File: src/rtl/sipo_deser_rx_if.sv
// sipo_deser_rx_if
// Serial-in / word-out bus of the SIPO receive stage.
//   serial_in, serial_en, frame_start : bit stream from the upstream PISO
//   data_out, data_valid              : assembled word towards the consumer
//   data_ready                        : consumer accept
// Modports: slave = the receiver, master = the environment driving it.
interface sipo_deser_rx_if #(
  parameter int WIDTH = 16
);
  logic             serial_in;
  logic             serial_en;
  logic             frame_start;
  logic [WIDTH-1:0] data_out;
  logic             data_valid;
  logic             data_ready;

  modport slave (
    input  serial_in,
    input  serial_en,
    input  frame_start,
    input  data_ready,
    output data_out,
    output data_valid
  );

  modport master (
    output serial_in,
    output serial_en,
    output frame_start,
    output data_ready,
    input  data_out,
    input  data_valid
  );
endinterface

File: src/rtl/sipo_deser_rx.sv
// sipo_deser_rx
// Serial-to-parallel receive stage. Collects WIDTH strobed bits into a word,
// aligned by frame_start, and presents it in a one-word holding register.
// Ports:
//   clk      : rising-edge clock
//   rst      : synchronous active-low reset
//   bus      : sipo_deser_rx_if.slave (serial input + valid/ready word output)
//   busy     : receiver is in SHIFT state
//   bit_cnt  : bits collected for the current word
//   sync_err : one-cycle pulse when frame_start realigns a partial word
//   overrun  : sticky, a completed word was dropped because the holder was full
//   clr_ovr  : synchronous clear of overrun (a same-edge set wins)
module sipo_deser_rx #(
  parameter int WIDTH     = 16,
  parameter bit MSB_FIRST = 1'b1,
  localparam int CW       = (WIDTH > 1) ? $clog2(WIDTH) : 1
) (
  input  logic                 clk,
  input  logic                 rst,
  sipo_deser_rx_if.slave       bus,
  output logic                 busy,
  output logic [CW-1:0]        bit_cnt,
  output logic                 sync_err,
  output logic                 overrun,
  input  logic                 clr_ovr
);

  typedef enum logic [0:0] {
    IDLE  = 1'b0,
    SHIFT = 1'b1
  } state_t;

  localparam logic [CW-1:0] LAST_CNT = CW'(WIDTH - 1);
  localparam logic [CW-1:0] CNT_ONE  = CW'(1);

  state_t           state_r, state_nxt_s;
  logic [WIDTH-1:0] shift_r, shift_nxt_s, base_s, word_s;
  logic [WIDTH-1:0] data_r, data_nxt_s;
  logic [CW-1:0]    cnt_r, cnt_nxt_s, cnt_cur_s;
  logic             valid_r, valid_nxt_s;
  logic             ovr_r, ovr_nxt_s;
  logic             sync_r, sync_nxt_s;
  logic             busy_r;
  logic             take_s, complete_s;

  // Shift direction: with MSB_FIRST the earliest bit walks up to the MSB.
  generate
    if (WIDTH == 1) begin : g_w1
      assign word_s = bus.serial_in;
    end else if (MSB_FIRST) begin : g_msb
      assign word_s = {base_s[WIDTH-2:0], bus.serial_in};
    end else begin : g_lsb
      assign word_s = {bus.serial_in, base_s[WIDTH-1:1]};
    end
  endgenerate

  // Bit acceptance: frame_start restarts the word from an empty register.
  always_comb begin
    take_s    = bus.serial_en & ((state_r == SHIFT) | bus.frame_start);
    base_s    = shift_r;
    cnt_cur_s = cnt_r;
    if (bus.frame_start) begin
      base_s    = '0;
      cnt_cur_s = '0;
    end else begin
      base_s    = shift_r;
      cnt_cur_s = cnt_r;
    end
    complete_s = take_s & (cnt_cur_s == LAST_CNT);
  end

  // Next-state, counter, holding register and error flags.
  always_comb begin
    state_nxt_s = state_r;
    shift_nxt_s = shift_r;
    cnt_nxt_s   = cnt_r;
    data_nxt_s  = data_r;
    valid_nxt_s = valid_r;
    ovr_nxt_s   = ovr_r;
    sync_nxt_s  = 1'b0;

    case (state_r)
      IDLE, SHIFT: begin
        if (take_s) begin
          state_nxt_s = SHIFT;
          shift_nxt_s = word_s;
          cnt_nxt_s   = complete_s ? '0 : (cnt_cur_s + CNT_ONE);
          // Only a realignment of a partially collected word is an error.
          sync_nxt_s  = bus.frame_start & (state_r == SHIFT) & (cnt_r != '0);
        end else begin
          state_nxt_s = state_r;
          shift_nxt_s = shift_r;
          cnt_nxt_s   = cnt_r;
          sync_nxt_s  = 1'b0;
        end
      end
      default: begin
        state_nxt_s = IDLE;
      end
    endcase

    // A full holder that is not being drained this edge drops the new word.
    if (complete_s && valid_r && !bus.data_ready) begin
      ovr_nxt_s = 1'b1;
    end else if (clr_ovr) begin
      ovr_nxt_s = 1'b0;
    end else begin
      ovr_nxt_s = ovr_r;
    end

    if (complete_s && (!valid_r || bus.data_ready)) begin
      data_nxt_s  = word_s;
      valid_nxt_s = 1'b1;
    end else if (valid_r && bus.data_ready) begin
      valid_nxt_s = 1'b0;
    end else begin
      valid_nxt_s = valid_r;
    end
  end

  // State and output registers with synchronous active-low reset.
  always_ff @(posedge clk) begin
    if (!rst) begin
      state_r <= IDLE;
      shift_r <= '0;
      cnt_r   <= '0;
      data_r  <= '0;
      valid_r <= 1'b0;
      ovr_r   <= 1'b0;
      sync_r  <= 1'b0;
      busy_r  <= 1'b0;
    end else begin
      state_r <= state_nxt_s;
      shift_r <= shift_nxt_s;
      cnt_r   <= cnt_nxt_s;
      data_r  <= data_nxt_s;
      valid_r <= valid_nxt_s;
      ovr_r   <= ovr_nxt_s;
      sync_r  <= sync_nxt_s;
      busy_r  <= (state_nxt_s == SHIFT);
    end
  end

  assign bus.data_out   = data_r;
  assign bus.data_valid = valid_r;
  assign busy           = busy_r;
  assign bit_cnt        = cnt_r;
  assign sync_err       = sync_r;
  assign overrun        = ovr_r;

endmodule

File: src/flat_wrapper.sv
// flat-port wrapper written by rule: the top's interface ports become plain ports
module sipo_deser_rx_flat 
#(
  parameter int WIDTH     = 16,
  parameter bit MSB_FIRST = 1'b1,
  localparam int CW       = (WIDTH > 1) ? $clog2(WIDTH) : 1
)
  (clk, rst, busy, bit_cnt, sync_err, overrun, clr_ovr, bus_serial_in, bus_serial_en, bus_frame_start, bus_data_ready, bus_data_out, bus_data_valid);
  sipo_deser_rx_if #(.WIDTH(WIDTH)) bus_i ();
  input  logic clk;
  input  logic rst;
  output logic busy;
  output logic [CW-1:0] bit_cnt;
  output logic sync_err;
  output logic overrun;
  input  logic clr_ovr;
  input wire logic [$bits(bus_i.serial_in)-1:0] bus_serial_in;
  input wire logic [$bits(bus_i.serial_en)-1:0] bus_serial_en;
  input wire logic [$bits(bus_i.frame_start)-1:0] bus_frame_start;
  input wire logic [$bits(bus_i.data_ready)-1:0] bus_data_ready;
  output wire logic [$bits(bus_i.data_out)-1:0] bus_data_out;
  output wire logic [$bits(bus_i.data_valid)-1:0] bus_data_valid;
  assign bus_i.serial_in = bus_serial_in;
  assign bus_i.serial_en = bus_serial_en;
  assign bus_i.frame_start = bus_frame_start;
  assign bus_i.data_ready = bus_data_ready;
  assign bus_data_out = bus_i.data_out;
  assign bus_data_valid = bus_i.data_valid;
  sipo_deser_rx #(.WIDTH(WIDTH), .MSB_FIRST(MSB_FIRST)) u_core (.clk(clk), .rst(rst), .bus(bus_i), .busy(busy), .bit_cnt(bit_cnt), .sync_err(sync_err), .overrun(overrun), .clr_ovr(clr_ovr));
endmodule
File: config.mk
export PLATFORM = sky130hd
export DESIGN_NAME = sipo_deser_rx_flat
export DESIGN_NICKNAME = d
export VERILOG_FILES = /design/src/rtl/sipo_deser_rx_if.sv /design/src/rtl/sipo_deser_rx.sv /design/src/flat_wrapper.sv
export SDC_FILE = /design/constraint.sdc
export NUM_CORES = 1
export LEC_CHECK = 0
export BUFFER_PORTS_ARGS = -buffer_cell sky130_fd_sc_hd__buf_2
export CAP_MARGIN = 20
export CORE_MARGIN = 2
export CORE_UTILIZATION = 45
export DETAILED_ROUTE_END_ITERATION = 7
export MAX_ROUTING_LAYER = met4
export PLACE_DENSITY = 0.68
export SLEW_MARGIN = 0
export SYNTH_ARGS = -nofsm -noshare
export SYNTH_HDL_FRONTEND = slang
export SYNTH_SLANG_ARGS = --single-unit
export TNS_END_PERCENT = 10
File: constraint.sdc
create_clock -name clk -period 2.39 [get_ports clk]
set_input_delay 0.3585 -clock clk [delete_from_list [all_inputs] [get_ports clk]]
set_output_delay 0.3585 -clock clk [all_outputs]
set_load 0.02 [all_outputs]
==> impl_metrics.toml <==
[global_routing]
grt_pass1_wl_um = 5380
grt_overflow_total = 0
grt_max_degree = 39
grt.total_usage_pct = 16.9
antenna_found_initial = 0
grt_pass1_vias = 1224

[cts]
cts_resized = 0
max-clock-path-buffers = 2
root_buffer = "clkbuf_8"
hold_buffers = 0
cts_tree = "yes"
clock_latency_ns = 0.29
post-cts-setup-buffers = 0
cts.sinks = 39
numCtsBuffers = 5
cts.htree.levels = 2
path_clk_slew_ns = 0.07

[synth]
ys_seq_elements = 39
synth_nets = 192
ys_warn_count = 0
synth.yosys.seq_area_share_pct = 46.7
synth_area_per_cell_sq_um = 9.08
synth_area_sq_um = 1670
synthCells = 184
synth_cell_types = 26

[placed_design]
dpl.hpwl_um = 2020
port_buffers = 30
gp_congestion = 0.804

[timing]
period_share_pct = 75.7
hold_viol = 0
setup_viol = 0
clock.fmax_mhz = 552
final.min_clock_period_ns = 1.81
rsz0062_at_grt = "false"
worst_pin_slew_ns = 0.640
slew-limit-headroom_pct = 57.3
tns_ns = 0
finClkSkew_ns = 0.00469
final_max_slew_viol_count = 0

[pwr]
p_int_mw = 0.939
ir_worst_vdd_mv = 0.324
leakage_nw = 0.693
swShare_pct = 22.8
report.power.total_mw = 1.22
power_frac_seq_pct = 54.2
power.density_nw_per_um2 = 628
pwr-share-clk_pct = 40.1
p_switching_mw = 0.277
pwr-share-comb_pct = 5.6

[floorplanning]
initial_core_util_pct = 46.4
io_pins = 31
core-area_sq_um = 3610
chipHeight_um = 65.0
die_x_um = 65.0
dieArea_sq_um = 4220
rows = 22

[finish]
regArea_sq_um = 781
multi_input_area_sq_um = 811
nets = 218
final_cell_mix = "dfxtp_1, nand2_1, nand3b_1, buf_2, a21oi_1"
fin_util_pct = 53.7
drive_gt1_share_pct = 21.8
fill_cells = 355
syn_to_final_growth_pct = 15.8
final_common_cell = "dfxtp_1"
n_antenna_cell = 0

[route]
post_drt_wl_per_cell_um = 11.7
routed_via_density = 5.12
route.detailed.drc = 0
drtIter0Drc = 88
antenna_left = 0
drtPass1Iterations = 4
vias = 1327
wirelength_um = 3020

[worst_hold_path]
hp-class = "input pin to flop"

[setup_path]
worst-setup-path-type = "flop to flop"
cp-start-kind = "flop"
cp_data_arrival_time_ns = 2.03
critPathMaxFanout = 16
required_ns = 2.61
end_kind = "flop"

[status]
status = "finished clean"

[run]
cap_violations = 0
-- synthesized netlist by cell type --
| cell | n | area, sq um |
|---|---|---|
| a211oi_1 | 1 | 7.51 |
| a21oi_1 | 19 | 95.1 |
| a31oi_1 | 2 | 12.5 |
| and3_1 | 1 | 6.26 |
| and3_2 | 1 | 7.51 |
| buf_12 | 1 | 20.0 |
| buf_2 | 3 | 15.0 |
| clkbuf_1 | 10 | 37.5 |
| dfxtp_1 | 39 | 781 |
| ha_1 | 1 | 12.5 |
| inv_1 | 2 | 7.51 |
| mux2i_1 | 16 | 160 |
| nand2_1 | 36 | 135 |
| nand2b_1 | 1 | 6.26 |
| nand3_2 | 1 | 10.0 |
| nand3b_1 | 30 | 225 |
| nand4_1 | 2 | 12.5 |
| nand4b_1 | 1 | 8.76 |
| nor2_1 | 6 | 22.5 |
| nor2b_1 | 3 | 18.8 |
| nor2b_4 | 1 | 13.8 |
| nor3_4 | 1 | 16.3 |
| nor4_1 | 1 | 6.26 |
| o21a_1 | 2 | 15.0 |
| o21ai_0 | 2 | 10.0 |
| o21ai_2 | 1 | 8.76 |
-- sequential cells by signal (all words and copies together), names as in the netlist --
signal and count:
u_core.overrun 1, u_core.sync_err 1, u_core.bus.data_out 16, u_core.state_r 1
u_core.shift_r 15, u_core.bit_cnt 4, u_core.bus.data_valid 1
-- critical path: stages, from the launching register on --
cell and delay [ns]:
dfxtp_1 0.39, nor2b_1 0.26, ha_1 0.29, nand3b_1 0.16, nor3_4 0.13, buf_4 0.29, mux2i_1 0.21
-- per-layer routing --
metal / GRT usage (%) / vias to the layer above / share of wire (%)
met1: 18.9 / 618 / 48
met4: 7.18 / 0 / 1.9
met5: - / - / 0
met3: 5.90 / 7 / 5.3
met2: 27.4 / 23 / 45
li1: - / 679 / -
-- power by group through the flow --
stage / Combinational [mW] / Clock [mW] / Sequential [mW]
detailed placement: 0.0687 / 0 / 0.675
CTS: 0.0687 / 0.502 / 0.659
global route: 0.0759 / 0.539 / 0.661
finish: 0.0685 / 0.488 / 0.660
floorplan: 0.0473 / 0 / 0.678
global placement: 0.0684 / 0 / 0.674
-- final timing paths --
kind	slack (ns)	start	to	cells after the start
worst max-delay path	0.58	u_core.bit_cnt[0]	u_core.bus.data_out[2]	6
worst min-delay path	0.33	bus_serial_in	u_core.shift_r[0]	3
worst max register to register	0.58	u_core.bit_cnt[0]	u_core.bus.data_out[2]	6
worst min register to register	0.45	u_core.bus.data_out[13]	u_core.bus.data_out[13]	2
-- metrics by stage --
stage               std cells  cell area, sq um  hold slack (ns)  setup WS [ns]
floorplan                 184              1670            0.436          0.460
global placement          251              1830            0.440          0.411
detailed placement        251              1830            0.445          0.316
CTS                       259              1940            0.316          0.566
global route              259              1940            0.325          0.388
finish                    259              1940            0.325          0.580
-- logic make-up (layout without fill, tap and decap cells) --
family	count (synthesis)	count (layout)	synth area share, %
DFF	39	39	46.7
buffers and inverters	16	43	4.79
and+or+nand+nor	85	85	29.3
AOI/OAI and AO/OA	27	27	8.91
muxes	16	16	9.58
adders and majority gates	1	1	0.748
-- final cells by class --
class / instances / share of cell area, %
tap: 48 / 3.10
sequential: 39 / 40.3
multi-input combinational: 129 / 41.9
inverter: 2 / 0.388
timing repair buffer: 33 / 8.92
clock buffer: 7 / 4.98
clock inverter: 1 / 0.388
Power figures use the tool's default switching activity.
